File: src/rtl/nfc_acg_arbiter.sv
// Grants the single atomic command generator to one of several command sequencers,
// muxes the owner's request bus onto the ACG and routes ACG status back to it.
module nfc_acg_arbiter #(
    parameter int          NumberOfWays  = 4,
    parameter int          NumberOfCmds  = 4,
    parameter logic [23:0] TimeoutCycles = 24'hFFFFFF
) (
    input  logic                                 iSystemClock,
    input  logic                                 iReset,
    input  logic [NumberOfCmds-1:0]              iCmd_Start,
    input  logic [NumberOfCmds-1:0]              iCmd_LastStep,
    input  logic [8*NumberOfCmds-1:0]            iCmd_ACG_Command,
    input  logic [3*NumberOfCmds-1:0]            iCmd_ACG_CmdOpt,
    input  logic [NumberOfWays*NumberOfCmds-1:0] iCmd_ACG_TargetWay,
    input  logic [16*NumberOfCmds-1:0]           iCmd_ACG_NumOfData,
    input  logic [NumberOfCmds-1:0]              iCmd_ACG_CASelect,
    input  logic [40*NumberOfCmds-1:0]           iCmd_ACG_CAData,
    output logic [8*NumberOfCmds-1:0]            oCmd_ACG_Ready,
    output logic [8*NumberOfCmds-1:0]            oCmd_ACG_LastStep,
    input  logic [7:0]                           iACG_Ready,
    input  logic [7:0]                           iACG_LastStep,
    output logic [7:0]                           oACG_Command,
    output logic [2:0]                           oACG_CommandOption,
    output logic [NumberOfWays-1:0]              oACG_TargetWay,
    output logic [15:0]                          oACG_NumOfData,
    output logic                                 oACG_CASelect,
    output logic [39:0]                          oACG_CAData,
    output logic                                 oCMDReady,
    output logic [2:0]                           oOwner,
    output logic                                 oTimeout,
    output logic                                 oConflict
);

    typedef enum logic {IDLE = 1'b0, ACTIVE = 1'b1} state_t;

    localparam logic [23:0] TIMEOUT_LAST = TimeoutCycles - 24'd1;
    localparam logic        WD_ENABLE    = (TimeoutCycles != 24'd0);

    state_t      state_reg, state_next;
    logic [2:0]  owner_reg, owner_next;
    logic [23:0] counter_reg, counter_next;
    logic        timeout_reg, timeout_next;
    logic        conflict_reg, conflict_next;

    logic        active;
    logic [7:0]  start_pad, last_pad, casel_pad;
    logic [2:0]  grant_idx;
    logic        multi_start;

    // Per-requester slices padded to 8 entries so a 3-bit owner indexes cleanly.
    logic [7:0]              cmd_arr   [0:7];
    logic [2:0]              opt_arr   [0:7];
    logic [NumberOfWays-1:0] way_arr   [0:7];
    logic [15:0]             num_arr   [0:7];
    logic [39:0]             ca_arr    [0:7];

    assign active    = (state_reg == ACTIVE);
    assign start_pad = 8'(iCmd_Start);
    assign last_pad  = 8'(iCmd_LastStep);
    assign casel_pad = 8'(iCmd_ACG_CASelect);

    generate
        for (genvar gi = 0; gi < 8; gi++) begin : g_slice
            if (gi < NumberOfCmds) begin : g_used
                assign cmd_arr[gi] = iCmd_ACG_Command[8*gi +: 8];
                assign opt_arr[gi] = iCmd_ACG_CmdOpt[3*gi +: 3];
                assign way_arr[gi] = iCmd_ACG_TargetWay[NumberOfWays*gi +: NumberOfWays];
                assign num_arr[gi] = iCmd_ACG_NumOfData[16*gi +: 16];
                assign ca_arr[gi]  = iCmd_ACG_CAData[40*gi +: 40];
                // Only the owner ever sees ACG status; everyone else reads zero.
                assign oCmd_ACG_Ready[8*gi +: 8] =
                    (active && owner_reg == 3'(gi)) ? iACG_Ready : 8'h00;
                assign oCmd_ACG_LastStep[8*gi +: 8] =
                    (active && owner_reg == 3'(gi)) ? iACG_LastStep : 8'h00;
            end else begin : g_pad
                assign cmd_arr[gi] = '0;
                assign opt_arr[gi] = '0;
                assign way_arr[gi] = '0;
                assign num_arr[gi] = '0;
                assign ca_arr[gi]  = '0;
            end
        end
    endgenerate

    always_comb begin
        grant_idx = 3'd0;
        for (int i = 7; i >= 0; i--) begin
            if (start_pad[i]) grant_idx = 3'(i);
        end
    end

    assign multi_start = ((start_pad & (start_pad - 8'd1)) != 8'd0);

    always_comb begin
        state_next    = state_reg;
        owner_next    = owner_reg;
        counter_next  = counter_reg;
        timeout_next  = 1'b0;
        conflict_next = conflict_reg;
        case (state_reg)
            IDLE: begin
                counter_next = 24'd0;
                if (|start_pad) begin
                    state_next = ACTIVE;
                    owner_next = grant_idx;
                    if (multi_start) conflict_next = 1'b1;
                end
            end
            ACTIVE: begin
                if (|start_pad) conflict_next = 1'b1;
                // Owner's last step wins over a watchdog expiry in the same cycle.
                if (last_pad[owner_reg]) begin
                    state_next   = IDLE;
                    owner_next   = 3'd0;
                    counter_next = 24'd0;
                end else if (WD_ENABLE && counter_reg == TIMEOUT_LAST) begin
                    state_next   = IDLE;
                    owner_next   = 3'd0;
                    counter_next = 24'd0;
                    timeout_next = 1'b1;
                end else begin
                    counter_next = counter_reg + 24'd1;
                end
            end
            default: begin
                state_next = IDLE;
                owner_next = 3'd0;
            end
        endcase
    end

    always_ff @(posedge iSystemClock) begin
        if (iReset) begin
            state_reg    <= IDLE;
            owner_reg    <= 3'd0;
            counter_reg  <= 24'd0;
            timeout_reg  <= 1'b0;
            conflict_reg <= 1'b0;
        end else begin
            state_reg    <= state_next;
            owner_reg    <= owner_next;
            counter_reg  <= counter_next;
            timeout_reg  <= timeout_next;
            conflict_reg <= conflict_next;
        end
    end

    assign oACG_Command       = active ? cmd_arr[owner_reg]   : 8'h00;
    assign oACG_CommandOption = active ? opt_arr[owner_reg]   : 3'd0;
    assign oACG_TargetWay     = active ? way_arr[owner_reg]   : '0;
    assign oACG_NumOfData     = active ? num_arr[owner_reg]   : 16'h0000;
    assign oACG_CASelect      = active ? casel_pad[owner_reg] : 1'b1;
    assign oACG_CAData        = active ? ca_arr[owner_reg]    : 40'h0;
    assign oCMDReady          = ~active;
    assign oOwner             = owner_reg;
    assign oTimeout           = timeout_reg;
    assign oConflict          = conflict_reg;

endmodule

File: config.mk
export PLATFORM = sky130hd
export DESIGN_NAME = nfc_acg_arbiter
export DESIGN_NICKNAME = d
export VERILOG_FILES = /design/src/rtl/nfc_acg_arbiter.sv
export SDC_FILE = /design/constraint.sdc
export NUM_CORES = 1
export LEC_CHECK = 0
export CAP_MARGIN = 20
export CORE_AREA = 10 10 169 171
export CTS_BUF_LIST = sky130_fd_sc_hd__clkbuf_2
export CTS_CLUSTER_SIZE = 25
export DETAILED_ROUTE_END_ITERATION = 7
export DIE_AREA = 0 0 179 181
export GPL_TIMING_DRIVEN = 0
export HOLD_SLACK_MARGIN = 0.06
export PLACE_DENSITY = 0.51
export SETUP_SLACK_MARGIN = 0.3
export SYNTH_ARGS = -nofsm -noshare
export SYNTH_HDL_FRONTEND = slang
export SYNTH_SLANG_ARGS = --single-unit
export TNS_END_PERCENT = 10
File: constraint.sdc
create_clock -name iSystemClock -period 2.2 [get_ports iSystemClock]
set_clock_uncertainty 0.15 [all_clocks]
set_input_delay 0.22 -clock iSystemClock [delete_from_list [all_inputs] [get_ports iSystemClock]]
set_output_delay 0.22 -clock iSystemClock [all_outputs]
set_load 0.02 [all_outputs]
# Word-level counts from Yosys, hierarchy flattened
# Index checks and enable logic that the tools add are counted.
dict set report totals {
  reg_bits 30
  input_bits 314
  output_inout_bits 142
  wordCells 83
}
dict set report op_classes {
  add_sub_neg 2
  magnitude_cmp 2
  eq_ne 8
  n_mux 53
  bitwise_logic 3
  reduce_logical 10
}
# cell n
set ops {}
lappend ops {{$bmux W40 S3} 1}
lappend ops {{$mux W40} 3}
lappend ops {{$mux W8} 11}
lappend ops {{$bmux W16 S3} 1}
lappend ops {{$mux W16} 3}
lappend ops {{$mux W24} 2}
lappend ops {{$pmux W24 S2} 1}
lappend ops {{$add A24 B1 Y24 const B} 1}
lappend ops {{$bmux W8 S3} 1}
lappend ops {{$eq A24 B24 Y1 const B} 1}
lappend ops {{$mux W3} 7}
lappend ops {{$bmux W4 S3} 1}
lappend ops {{$mux W4} 3}
lappend ops {{$mux W1} 10}
lappend ops {{$bmux W3 S3} 1}
lappend ops {{$and A4 B8 Y8} 1}
lappend ops {{$reduce_bool A8 Y1} 1}
lappend ops {{$bmux W1 S3} 2}
lappend ops {{$eq A3 B2 Y1 const B} 2}
lappend ops {{$mux W2} 3}
lappend ops {{$ne A2 B1 Y1 const B} 3}
lappend ops {{$pmux W3 S2} 1}
lappend ops {{$sub A4 B1 Y5 const B} 1}
lappend ops {{$ge A4 B4 Y1 const B} 1}
lappend ops {{12 further kinds} 16}

# Logic depth before layout (Yosys ltp)
# Gate-level depths: netlist of the first run.
dict set report logic_depth {
  word_depth 6
  mapped_depth 8
  depth_no_buf 6
}

# Least setup slack after synthesis of the first run
# OpenSTA, ideal clock, no wires.
dict set report synth_path {
  path_kind {flip-flop to output port}
  start {register owner_reg[0], in the netlist oOwner[0]}
  end {output oACG_CAData[10]}
  arrival_time_ns 1.937
  t_required_ns 1.830
  slack_ns -0.107
  stages_incl_launch_ff 6
  path_buffers 3
  cell_sequence {dfxtp_1 -> clkbuf_1 -> buf_2 -> buf_2 -> mux4_2 -> and2_1}
}
dict set report synth_via {
  elab_chain_len 5
}
# element line_no
set synth_rtl {}
lappend synth_rtl {{start: declaration} 40} ;# logic [2:0] owner_reg, owner_next;
lappend synth_rtl {{start signal: assignment} 141} ;# owner_reg <= owner_next;
lappend synth_rtl {{$not A3 Y4 (not written as such)} 153} ;# assign oACG_CAData = active ? ca_arr[owner_reg] : 40'h0;
lappend synth_rtl {{$bmux W40 S3} 153}
lappend synth_rtl {{$mux W40 (not written as such) (2 in a row)} 153}
lappend synth_rtl {{$mux W40} 153}
lappend synth_rtl {{end: declaration} 27} ;# output logic [39:0] oACG_CAData,
# No other way between the ends. The select of a mux whose other input is x is not followed.

# Worst setup path after layout of the first run
dict set report layout_path {
  start {register owner_reg[0], in the netlist oOwner[0]}
  end {output oACG_CAData[23]}
}
# The elaborated chain is that of the path after synthesis.

==> results of run 1 <==
==> worst min path at each step <==
stage                              startpoint                         to  slack (ps)  depth (start not counted)
global placement    counter_reg[0]$_SDFF_PP0_  counter_reg[0]$_SDFF_PP0_         310                          1
CTS                 counter_reg[0]$_SDFF_PP0_  counter_reg[0]$_SDFF_PP0_         340                          1
finish              counter_reg[0]$_SDFF_PP0_  counter_reg[0]$_SDFF_PP0_         320                          1
detailed placement  counter_reg[0]$_SDFF_PP0_  counter_reg[0]$_SDFF_PP0_         320                          1
global route        counter_reg[0]$_SDFF_PP0_  counter_reg[0]$_SDFF_PP0_         340                          1
floorplan                              iReset     oConflict$_SDFFE_PP0P_         150                          1
==> power by group <==
group / internal [W] / switching (W) / leakage (nW)
combinational: 0.00113 / 0.000668 / 3.40
sequential: 0.000529 / 0.00000943 / 0.238
clock: 0.000194 / 0.000189 / 0.0406
==> routing by layer <==
layer | wire, um | up-vias
li1 | - | 2454
met2 | 16200 | 273
met5 | 13 | -
met1 | 10700 | 2597
met4 | 216 | 2
met3 | 3290 | 16
==> logic make-up (layout without fill, tap and decap cells) <==
logic type                 after synthesis  after routing  share of synthesized area
xor gates and xnor gates                11             11                     0.0239
DFF                                     29             29                      0.144
other                                    1              5                   0.000931
AOI/OAI and AO/OA                       31             31                     0.0534
muxes                                   73             73                      0.408
and+or+nand+nor                        209            209                      0.309
buffers and inverters                   45            528                     0.0516
adders and majority gates                3              3                    0.00870
==> Yosys cell counts <==
| cell | instances | area, sq um |
|---|---|---|
| a211oi_1 | 1 | 7.51 |
| a21o_1 | 1 | 7.51 |
| a21oi_1 | 4 | 20.0 |
| a21oi_2 | 7 | 61.3 |
| and2_1 | 135 | 845 |
| and3_1 | 1 | 6.26 |
| and4_1 | 1 | 8.76 |
| buf_1 | 2 | 7.51 |
| buf_2 | 10 | 50.1 |
| buf_4 | 1 | 7.51 |
| buf_6 | 3 | 33.8 |
| clkbuf_1 | 20 | 75.1 |
| clkinv_1 | 1 | 3.75 |
| conb_1 | 1 | 3.75 |
| dfxtp_1 | 29 | 581 |
| ha_1 | 2 | 25.0 |
| inv_1 | 8 | 30.0 |
| maj3_1 | 1 | 10.0 |
| mux4_2 | 73 | 1640 |
| nand2_1 | 9 | 33.8 |
| nand2b_1 | 1 | 6.26 |
| nand3_1 | 9 | 45.0 |
| nand3_2 | 2 | 20.0 |
| nand4_1 | 2 | 12.5 |
| nor2_1 | 16 | 60.1 |
| nor2_2 | 3 | 18.8 |
| nor3_1 | 9 | 45.0 |
| nor4_1 | 5 | 31.3 |
| o21a_1 | 2 | 15.0 |
| o21ai_0 | 8 | 40.0 |
| o21ba_2 | 1 | 10.0 |
| o311ai_0 | 1 | 8.76 |
| o31ai_1 | 6 | 45.0 |
| or2_2 | 2 | 12.5 |
| or3_1 | 6 | 37.5 |
| or4_1 | 7 | 52.6 |
| or4b_1 | 1 | 10.0 |
| xnor2_1 | 9 | 78.8 |
| xor2_1 | 2 | 17.5 |
==> worst max-delay path, cell delays in order, from the launching register on <==
cell     delay (ps)
dfxtp_4         390
buf_12          130
buf_12          140
buf_12          140
buf_4           120
mux4_2          470
and2_1          160
buf_4           150
==> final cells by class <==
type / instances / area [sq um]
Fill cell: 2497 / 15200
Timing Repair Buffer: 475 / 4790
Multi-Input combinational cell: 328 / 3520
Sequential cell: 29 / 597
Buffer: 36 / 444
Tap cell: 330 / 413
Inverter: 9 / 38.8
Clock inverter: 2 / 33.8
Clock buffer: 6 / 30.0
Antenna cell: 4 / 10.0
==> what timing repair did <==
item	in CTS	in global routing
endpoints found under the hold margin	0	0
setup endpoints to repair	165	164
gates resized for setup	698	217
hold buffers	0	0
gates cloned	3	2
buffers inserted	7	9
pin swaps	9	3
==> per-stage QoR <==
stage | setup slack [ps] | hold WS (ps)
global route | -335 | 341
floorplan | 163 | 149
detailed placement | -1000 | 321
finish | -238 | 323
CTS | -367 | 339
global placement | -1040 | 315
==> flow_metrics.tcl, run 1 <==
set metrics [dict create \
    gr-usage-met1 0.188 \
    post_synth_inst_count 402 \
    power.density_nw_per_um2 276 \
    cts_tree "yes" \
    antenna_found_initial 5 \
    placedInstanceArea_sq_um 9050 \
    detailed_place_hpwl_um 25900 \
    deepest_level_of_the_cts_h_tree 2 \
    die_width_um 179 \
    final_cells 1219 \
    timing.final.setup_violations 121 \
    peak_fanout_along_the_critical_path 10 \
    failed_checks "setup timing" \
    maxSlewViolCount 0 \
    instance_count_after_placement_with_tap_cells_included 1186 \
    drt-vias-per-instance 4.38 \
    status "finished with violations" \
    critPathArrivalTime_ps 2070 \
    grt_setup_unrepaired "true" \
    die-height_um 181 \
    fp-row-count 58 \
    grt_use_met2 0.326 \
    capturing_element_type_of_the_critical_path "output pin" \
    hold_path_class "register to register" \
    drt-pass1-iter-count 4 \
    syn-mean-instance-area_sq_um 10.0 \
    layout.cells.most_common_list "317 x clkdlybuf4s50_1, 101 x buf_6, 79 x and2_4" \
    antenna_violating_nets_post_route 0 \
    total_neg_setup_slack_ps -12860 \
    finalHoldViolations 0 \
    drv.max_cap_violation_count 0 \
    grt.met3_usage 0.0607 \
    drt_wl_total_um 30300 \
    routed_wire_length_per_instance_um 24.9 \
    initial_core_utilization 0.161 \
    vdd_ir_drop_max_mv 0.167 \
    nNetsFinal 1200 \
    grtUsageTotal 0.175 \
    achievable-frequency_mhz 410 \
    grt_pass1_wl_um 42500 \
    report.power.total_w 0.00272 \
    timing.rr.start "oOwner[0]$_SDFFE_PP0P_" \
    ctsLongestPathBuffers 2 \
    placeableCoreArea_sq_um 25000 \
    fp.dieArea_sq_um 32400 \
    cp-endpoint "oACG_CAData[23]" \
    synth_warnings 0 \
    first_global_vias 5676 \
    most_common_cell_after_layout_fill_and_taps_aside "clkdlybuf4s50_1" \
    reg_to_reg_end "counter_reg[16]$_SDFF_PP0_" \
    finalWeightedCongestion 0.887 \
    drive_gt1_frac 0.429 \
    floorplan.io_pins 456 \
    clk_transition_reported_paths_ps 160 \
    syn_area_sq_um 4030 \
    period_share 1.11 \
    stdcell_area_sq_um 9870 \
    synth_sequential_area_ratio 0.144 \
    finish.utilization 0.394 \
    area_growth_pct 145 \
    postSynthRegisterBits 29 \
    total_leakage_power_nw 3.68 \
    syn-num-nets 718 \
    finalWorstPathRequiredPeriod_ps 2440 \
    worst_ep_required_time_ps 1830 \
    vias 5342 \
    setup.reg_to_reg.worst_slack_ps -20 \
    port_buffers 454 \
    ys_types 39 \
    crit_type "register to output pin" \
    grt_busiest_layer "met2" \
    dr.first_iter.drc_count 242 \
    largest_net_degree_at_the_start_of_global_routing 11 \
    cts_sinks 29 \
    worst_slack_ps -238 \
    drcViolationCount 0 \
    crit_start "oOwner[0]$_SDFFE_PP0P_" \
    startpoint_type "register" \
    ctsRootBufferMaster "clkbuf_2" \
    grt_remaining_overflow 0 \
    insertion_delay_ps 360 \
    number_of_flip_flops_in_the_largest_register 24 \
    worst_r2r_path_depth 8 \
    tritoncts.num_buffers 5 \
]
Note: power is estimated with default switching activity, not from simulation.
==> run 2, diff against run 1 <==
--- a/config.mk
+++ b/config.mk
@@ -6,14 +6,14 @@
 export NUM_CORES = 1
 export LEC_CHECK = 0
 export CAP_MARGIN = 20
-export CORE_AREA = 10 10 169 171
+export CORE_AREA = 2 2 176 178
 export CTS_BUF_LIST = sky130_fd_sc_hd__clkbuf_2
 export CTS_CLUSTER_SIZE = 25
 export DETAILED_ROUTE_END_ITERATION = 7
-export DIE_AREA = 0 0 179 181
+export DIE_AREA = 0 0 178 180
 export GPL_TIMING_DRIVEN = 0
 export HOLD_SLACK_MARGIN = 0.06
-export PLACE_DENSITY = 0.51
+export PLACE_DENSITY_LB_ADDON = 0.3
 export SETUP_SLACK_MARGIN = 0.3
 export SYNTH_ARGS = -nofsm -noshare
 export SYNTH_HDL_FRONTEND = slang
==> flow_metrics.tcl, run 2 (synthesized netlist as in run 1, its figures left out) <==
set metrics [dict create \
    grtUsageTotal 0.159 \
    drive_gt1_frac 0.398 \
    most_common_cell_after_layout_fill_and_taps_aside "clkdlybuf4s50_1" \
    insertion_delay_ps 380 \
    achievable-frequency_mhz 388 \
    seq_power_share 0.205 \
    worst_slack_ps -377 \
    port_buffers 454 \
    drt-pass1-iter-count 4 \
    power.density_nw_per_um2 266 \
    worst_ep_required_time_ps 1830 \
    finalWorstPathRequiredPeriod_ps 2580 \
    capturing_element_type_of_the_critical_path "output pin" \
    startpoint_type "register" \
    antenna_found_initial 3 \
    antenna_violating_nets_post_route 0 \
    power.combinational.fraction 0.690 \
    fp.dieArea_sq_um 32000 \
    die-height_um 180 \
    place_ws_ps -1100 \
    status "finished with violations" \
    total_leakage_power_nw 3.65 \
    report.power.total_w 0.00263 \
    total_neg_setup_slack_ps -28370 \
    drt_wl_total_um 26700 \
    nNetsFinal 1197 \
    swShare 0.333 \
    maxSlewViolCount 0 \
    hold_path_class "register to register" \
    failed_checks "setup timing" \
    instance_count_after_placement_with_tap_cells_included 1254 \
    power_report.internal_total_w 0.00176 \
    placeableCoreArea_sq_um 30200 \
    netSwitchingPower_w 0.000876 \
    fp-row-count 64 \
    detailed_place_hpwl_um 22400 \
    finish.utilization 0.328 \
    cts_tree "yes" \
    grt_setup_unrepaired "true" \
    grt_pass1_wl_um 37500 \
    power_frac_clock 0.105 \
    vdd_ir_drop_max_mv 0.121 \
    deepest_level_of_the_cts_h_tree 2 \
    drcViolationCount 0 \
    number_of_flip_flops_in_the_largest_register 24 \
    peak_fanout_along_the_critical_path 8 \
    num-fill-cells 3136 \
    routed_wire_length_per_instance_um 20.9 \
    initial_core_utilization 0.133 \
    critPathArrivalTime_ps 2210 \
    crit_type "register to output pin" \
    first_global_vias 5625 \
    setup.reg_to_reg.worst_slack_ps -140 \
    final_cells 1280 \
    finalHoldViolations 0 \
    tritoncts.num_buffers 5 \
    drv.max_cap_violation_count 0 \
    ctsLongestPathBuffers 2 \
    largest_net_degree_at_the_start_of_global_routing 11 \
    area_growth_pct 146 \
    ctsRootBufferMaster "clkbuf_2" \
    grt_remaining_overflow 0 \
    dr.first_iter.drc_count 140 \
    floorplan.io_pins 456 \
    timing.final.setup_violations 157 \
    clk_transition_reported_paths_ps 190 \
    layout.cells.most_common_list "316 x clkdlybuf4s50_1, 76 x buf_6, 73 x mux4_2" \
    cts_sinks 29 \
    die_width_um 178 \
    drt-vias-per-instance 4.11 \
    period_share 1.17 \
    vias 5264 \
    finalWeightedCongestion 0.916 \
]
run 2: cell types whose count changed in the layout (fill, tap and decap cells not counted), sizes merged, moves of 2 or more:
cell,delta
clkbuf,+2
clkdlybuf4s15,+21
buf,-36
diode,-2
dlygate4sd2,+12
run 2: area by class of cell:
type	count	area, sq um	share of cell area
Timing Repair Buffer	472	4810	0.486
Multi-Input combinational cell	328	3470	0.351
Sequential cell	29	591	0.0596
Tap cell	396	495	0.0500
Buffer	36	457	0.0461
Clock buffer	7	35.0	0.00354
Inverter	9	35.0	0.00354
Antenna cell	2	5.00	0.000505
Clock inverter	1	3.75	0.000379
run 2: worst paths after layout:
path	start	end	cells past startpoint
worst max-delay path	oOwner[0]$_SDFFE_PP0P_	oACG_CAData[19]	7
worst min-delay path	counter_reg[0]$_SDFF_PP0_	counter_reg[0]$_SDFF_PP0_	1
worst max register to register	oOwner[0]$_SDFFE_PP0P_	counter_reg[7]$_SDFF_PP0_	8
worst min register to register	counter_reg[0]$_SDFF_PP0_	counter_reg[0]$_SDFF_PP0_	1
run 2: per-stage QoR:
stage / cell area (sq um) / hold WS [ps]
after floorplan: 4100 / 149
final: 9900 / 303
after global placement: 9140 / 310
after global routing: 9900 / 325
after detailed placement: 9150 / 314
after CTS: 9760 / 304
run 2: what timing repair did:
item / 4_1_cts / 5_1_grt
endpoints found under the setup margin: 165 / 164
hold buffers: 0 / 0
cloned: 6 / 0
pin swaps: 8 / 2
setup buffers: 10 / 0
resized for setup: 706 / 78
run 2: metal layers:
| layer | track usage | share of wire |
|---|---|---|
| met2 | 0.291 | 0.51 |
| met5 | 0 | 0.0010 |
| met1 | 0.183 | 0.38 |
| met3 | 0.0446 | 0.091 |
| met4 | 0.0318 | 0.019 |
run 2: worst max-delay path: stages, from the launching register on:
cell	delay (ps)
dfxtp_4	400
clkbuf_16	170
buf_16	160
buf_12	120
buf_16	110
mux4_2	540
and2_4	190
buf_6	120
run 2: power by group through the flow:
| stage | clock [W] | sequential, W | combinational (W) |
|---|---|---|---|
| after floorplan | 0 | 0.000552 | 0.000627 |
| after global placement | 0 | 0.000550 | 0.00164 |
| after detailed placement | 0 | 0.000550 | 0.00164 |
| after CTS | 0.000290 | 0.000539 | 0.00179 |
| after global routing | 0.000310 | 0.000541 | 0.00191 |
| final | 0.000278 | 0.000539 | 0.00182 |
==> run 3, diff against run 2 <==
--- a/config.mk
+++ b/config.mk
@@ -8,13 +8,14 @@
 export CAP_MARGIN = 20
 export CORE_AREA = 2 2 176 178
 export CTS_BUF_LIST = sky130_fd_sc_hd__clkbuf_2
-export CTS_CLUSTER_SIZE = 25
+export CTS_CLUSTER_SIZE = 16
 export DETAILED_ROUTE_END_ITERATION = 7
 export DIE_AREA = 0 0 178 180
 export GPL_TIMING_DRIVEN = 0
 export HOLD_SLACK_MARGIN = 0.06
 export PLACE_DENSITY_LB_ADDON = 0.3
 export SETUP_SLACK_MARGIN = 0.3
+export SLEW_MARGIN = 20
 export SYNTH_ARGS = -nofsm -noshare
 export SYNTH_HDL_FRONTEND = slang
 export SYNTH_SLANG_ARGS = --single-unit
==> constraint.sdc (replaced) <==
create_clock -name iSystemClock -period 3.1 [get_ports iSystemClock]
set_clock_uncertainty 0.15 [all_clocks]
set_input_delay 0.31 -clock iSystemClock [delete_from_list [all_inputs] [get_ports iSystemClock]]
set_output_delay 0.31 -clock iSystemClock [all_outputs]
set_load 0.02 [all_outputs]
==> flow_metrics.tcl, run 3 (synthesized netlist as in run 1, its figures left out) <==
set metrics [dict create \
    max-slew-margin-rel 0.530 \
    path_cells "buf_6, buf_6, mux4_2, and2_1, clkdlybuf4s50_1" \
    routed_wire_length_per_instance_um 21.6 \
    instance_count_after_placement_with_tap_cells_included 1252 \
    port_buffers 454 \
    ctsRootBufferMaster "clkbuf_2" \
    detailed_place_hpwl_um 23200 \
    deepest_level_of_the_cts_h_tree 2 \
    first_global_vias 5557 \
    vias 5209 \
    number_of_flip_flops_in_the_largest_register 24 \
    clk_transition_reported_paths_ps 160 \
    timing_worst_slew_pin_value_ps 698 \
    drcViolationCount 0 \
    cts_sinks 29 \
    status "finished clean" \
    peak_fanout_along_the_critical_path 10 \
    grt_setup_unrepaired "true" \
    cts_tree "yes" \
    multiInputGateArea_sq_um 3280 \
    crit_start "oOwner[0]$_SDFFE_PP0P_" \
    cell_with_the_biggest_individual_delay_on_the_critical_path "mux4_2" \
    drt-vias-per-instance 4.10 \
    layout.cells.most_common_list "328 x clkdlybuf4s50_1, 135 x and2_1, 77 x dlymetal6s2s_1" \
    drive_gt1_frac 0.167 \
    total_leakage_power_nw 4.54 \
    area_growth_pct 135 \
    timing.final.setup_violations 0 \
    power.density_nw_per_um2 182 \
    drv.max_cap_violation_count 0 \
    vdd_ir_drop_max_mv 0.0742 \
    nNetsFinal 1185 \
    capturing_element_type_of_the_critical_path "output pin" \
    grt_remaining_overflow 0 \
    finalWeightedCongestion 0.864 \
    period_share 0.922 \
    maxSlewViolCount 0 \
    tritoncts.num_buffers 5 \
    antenna_violating_nets_post_route 0 \
    startpoint_type "register" \
    crit_type "register to output pin" \
    crit_path_max_incr_delay_ps 530 \
    insertion_delay_ps 370 \
    grtUsageTotal 0.163 \
    path_common_cell "buf_6" \
    dr.first_iter.drc_count 129 \
    die_width_um 178 \
    fp.dieArea_sq_um 32000 \
    finalHoldViolations 0 \
    fp-row-count 64 \
    ctsLongestPathBuffers 2 \
    grt_pass1_wl_um 38100 \
    critPathTopFamily "buffers and inverters" \
    report.power.total_w 0.00172 \
    timing.rr.start "counter_reg[0]$_SDFF_PP0_" \
    crit_buf_inv 3 \
    critPathArrivalTime_ps 2400 \
    drt_wl_total_um 27400 \
    final_cells 1269 \
    drt-pass1-iter-count 4 \
    worstHoldStart "counter_reg[23]$_SDFF_PP0_" \
    layout.area.seq_sq_um 584 \
    num-fill-cells 3149 \
    placeableCoreArea_sq_um 30200 \
    floorplan.io_pins 456 \
    finalWorstPathRequiredPeriod_ps 2860 \
    largest_net_degree_at_the_start_of_global_routing 11 \
    achievable-frequency_mhz 350 \
    hold_path_class "register to register" \
    antenna_found_initial 6 \
    most_common_cell_after_layout_fill_and_taps_aside "clkdlybuf4s50_1" \
    die-height_um 180 \
    initial_core_utilization 0.133 \
    worst_ep_required_time_ps 2640 \
]
run 3: cell types whose count changed in the layout (fill, tap and decap cells not counted), sizes merged:
| cell | delta |
|---|---|
| clkinv | +2 |
| dlygate4sd2 | +25 |
| dlymetal6s2s | +77 |
| buf | -100 |
| clkdlybuf4s50 | +12 |
| clkbuf | -1 |
| diode | +1 |
| clkdlybuf4s15 | -27 |
run 3: final cells by class:
cell class	instances	share of cell area
repair buffers	460	0.496
multi-input cells	328	0.347
flip-flops and latches	29	0.0618
well taps	396	0.0524
plain buffers	36	0.0345
inverters	9	0.00370
clock buffers	5	0.00265
clock inverters	3	0.00132
diodes	3	0.000794
run 3: metal layers:
metal / track usage / share of wire / up-vias
met1: 0.194 / 0.40 / 2509
met3: 0.0385 / 0.082 / 26
met2: 0.295 / 0.50 / 241
met5: 0 / 0.00033 / -
met4: 0.0328 / 0.016 / 2
li1: - / - / 2431
run 3: tightest hold or removal path, stage by stage (launching register included):
cell	delay, ps
dfxtp_1	350
o31ai_1	60
a21oi_1	60
run 3: what timing repair did:
action                                  4_1_cts  5_1_grt
buffers inserted                              6        0
gates resized for setup                     107      109
pin swaps                                     4        1
hold buffers                                  0        0
endpoints found under the setup margin      136      136
endpoints found under the hold margin         0        0
run 3: through the flow:
step,instance area (sq um),hold WS [ps],setup WS (ps),utilization,TNS (ps)
5_1_grt,9460,368,132,0.313,0
3_5_place_dp,9090,320,-688,0.301,-47570
2_1_floorplan,4030,239,703,-,0
4_1_cts,9270,341,28.2,0.307,0
6_report,9460,344,242,0.313,0
3_3_place_gp,9070,313,-1110,0.300,-70590
run 3: worst paths after layout:
kind	to	slack [ps]	cells past startpoint
max	oACG_NumOfData[9]	240	5
max reg2reg	counter_reg[16]$_SDFF_PP0_	820	6
min reg2reg	counter_reg[23]$_SDFF_PP0_	340	2
min	counter_reg[23]$_SDFF_PP0_	340	2
run 3: report_power, final:
part	internal, W	switching, W	leakage, nW	total (W)
Combinational	0.000702	0.000447	4.27	0.00115
Clock	0.0000492	0.000139	0.0278	0.000188
Sequential	0.000377	0.00000548	0.235	0.000382
Total	0.00113	0.000591	4.54	0.00172
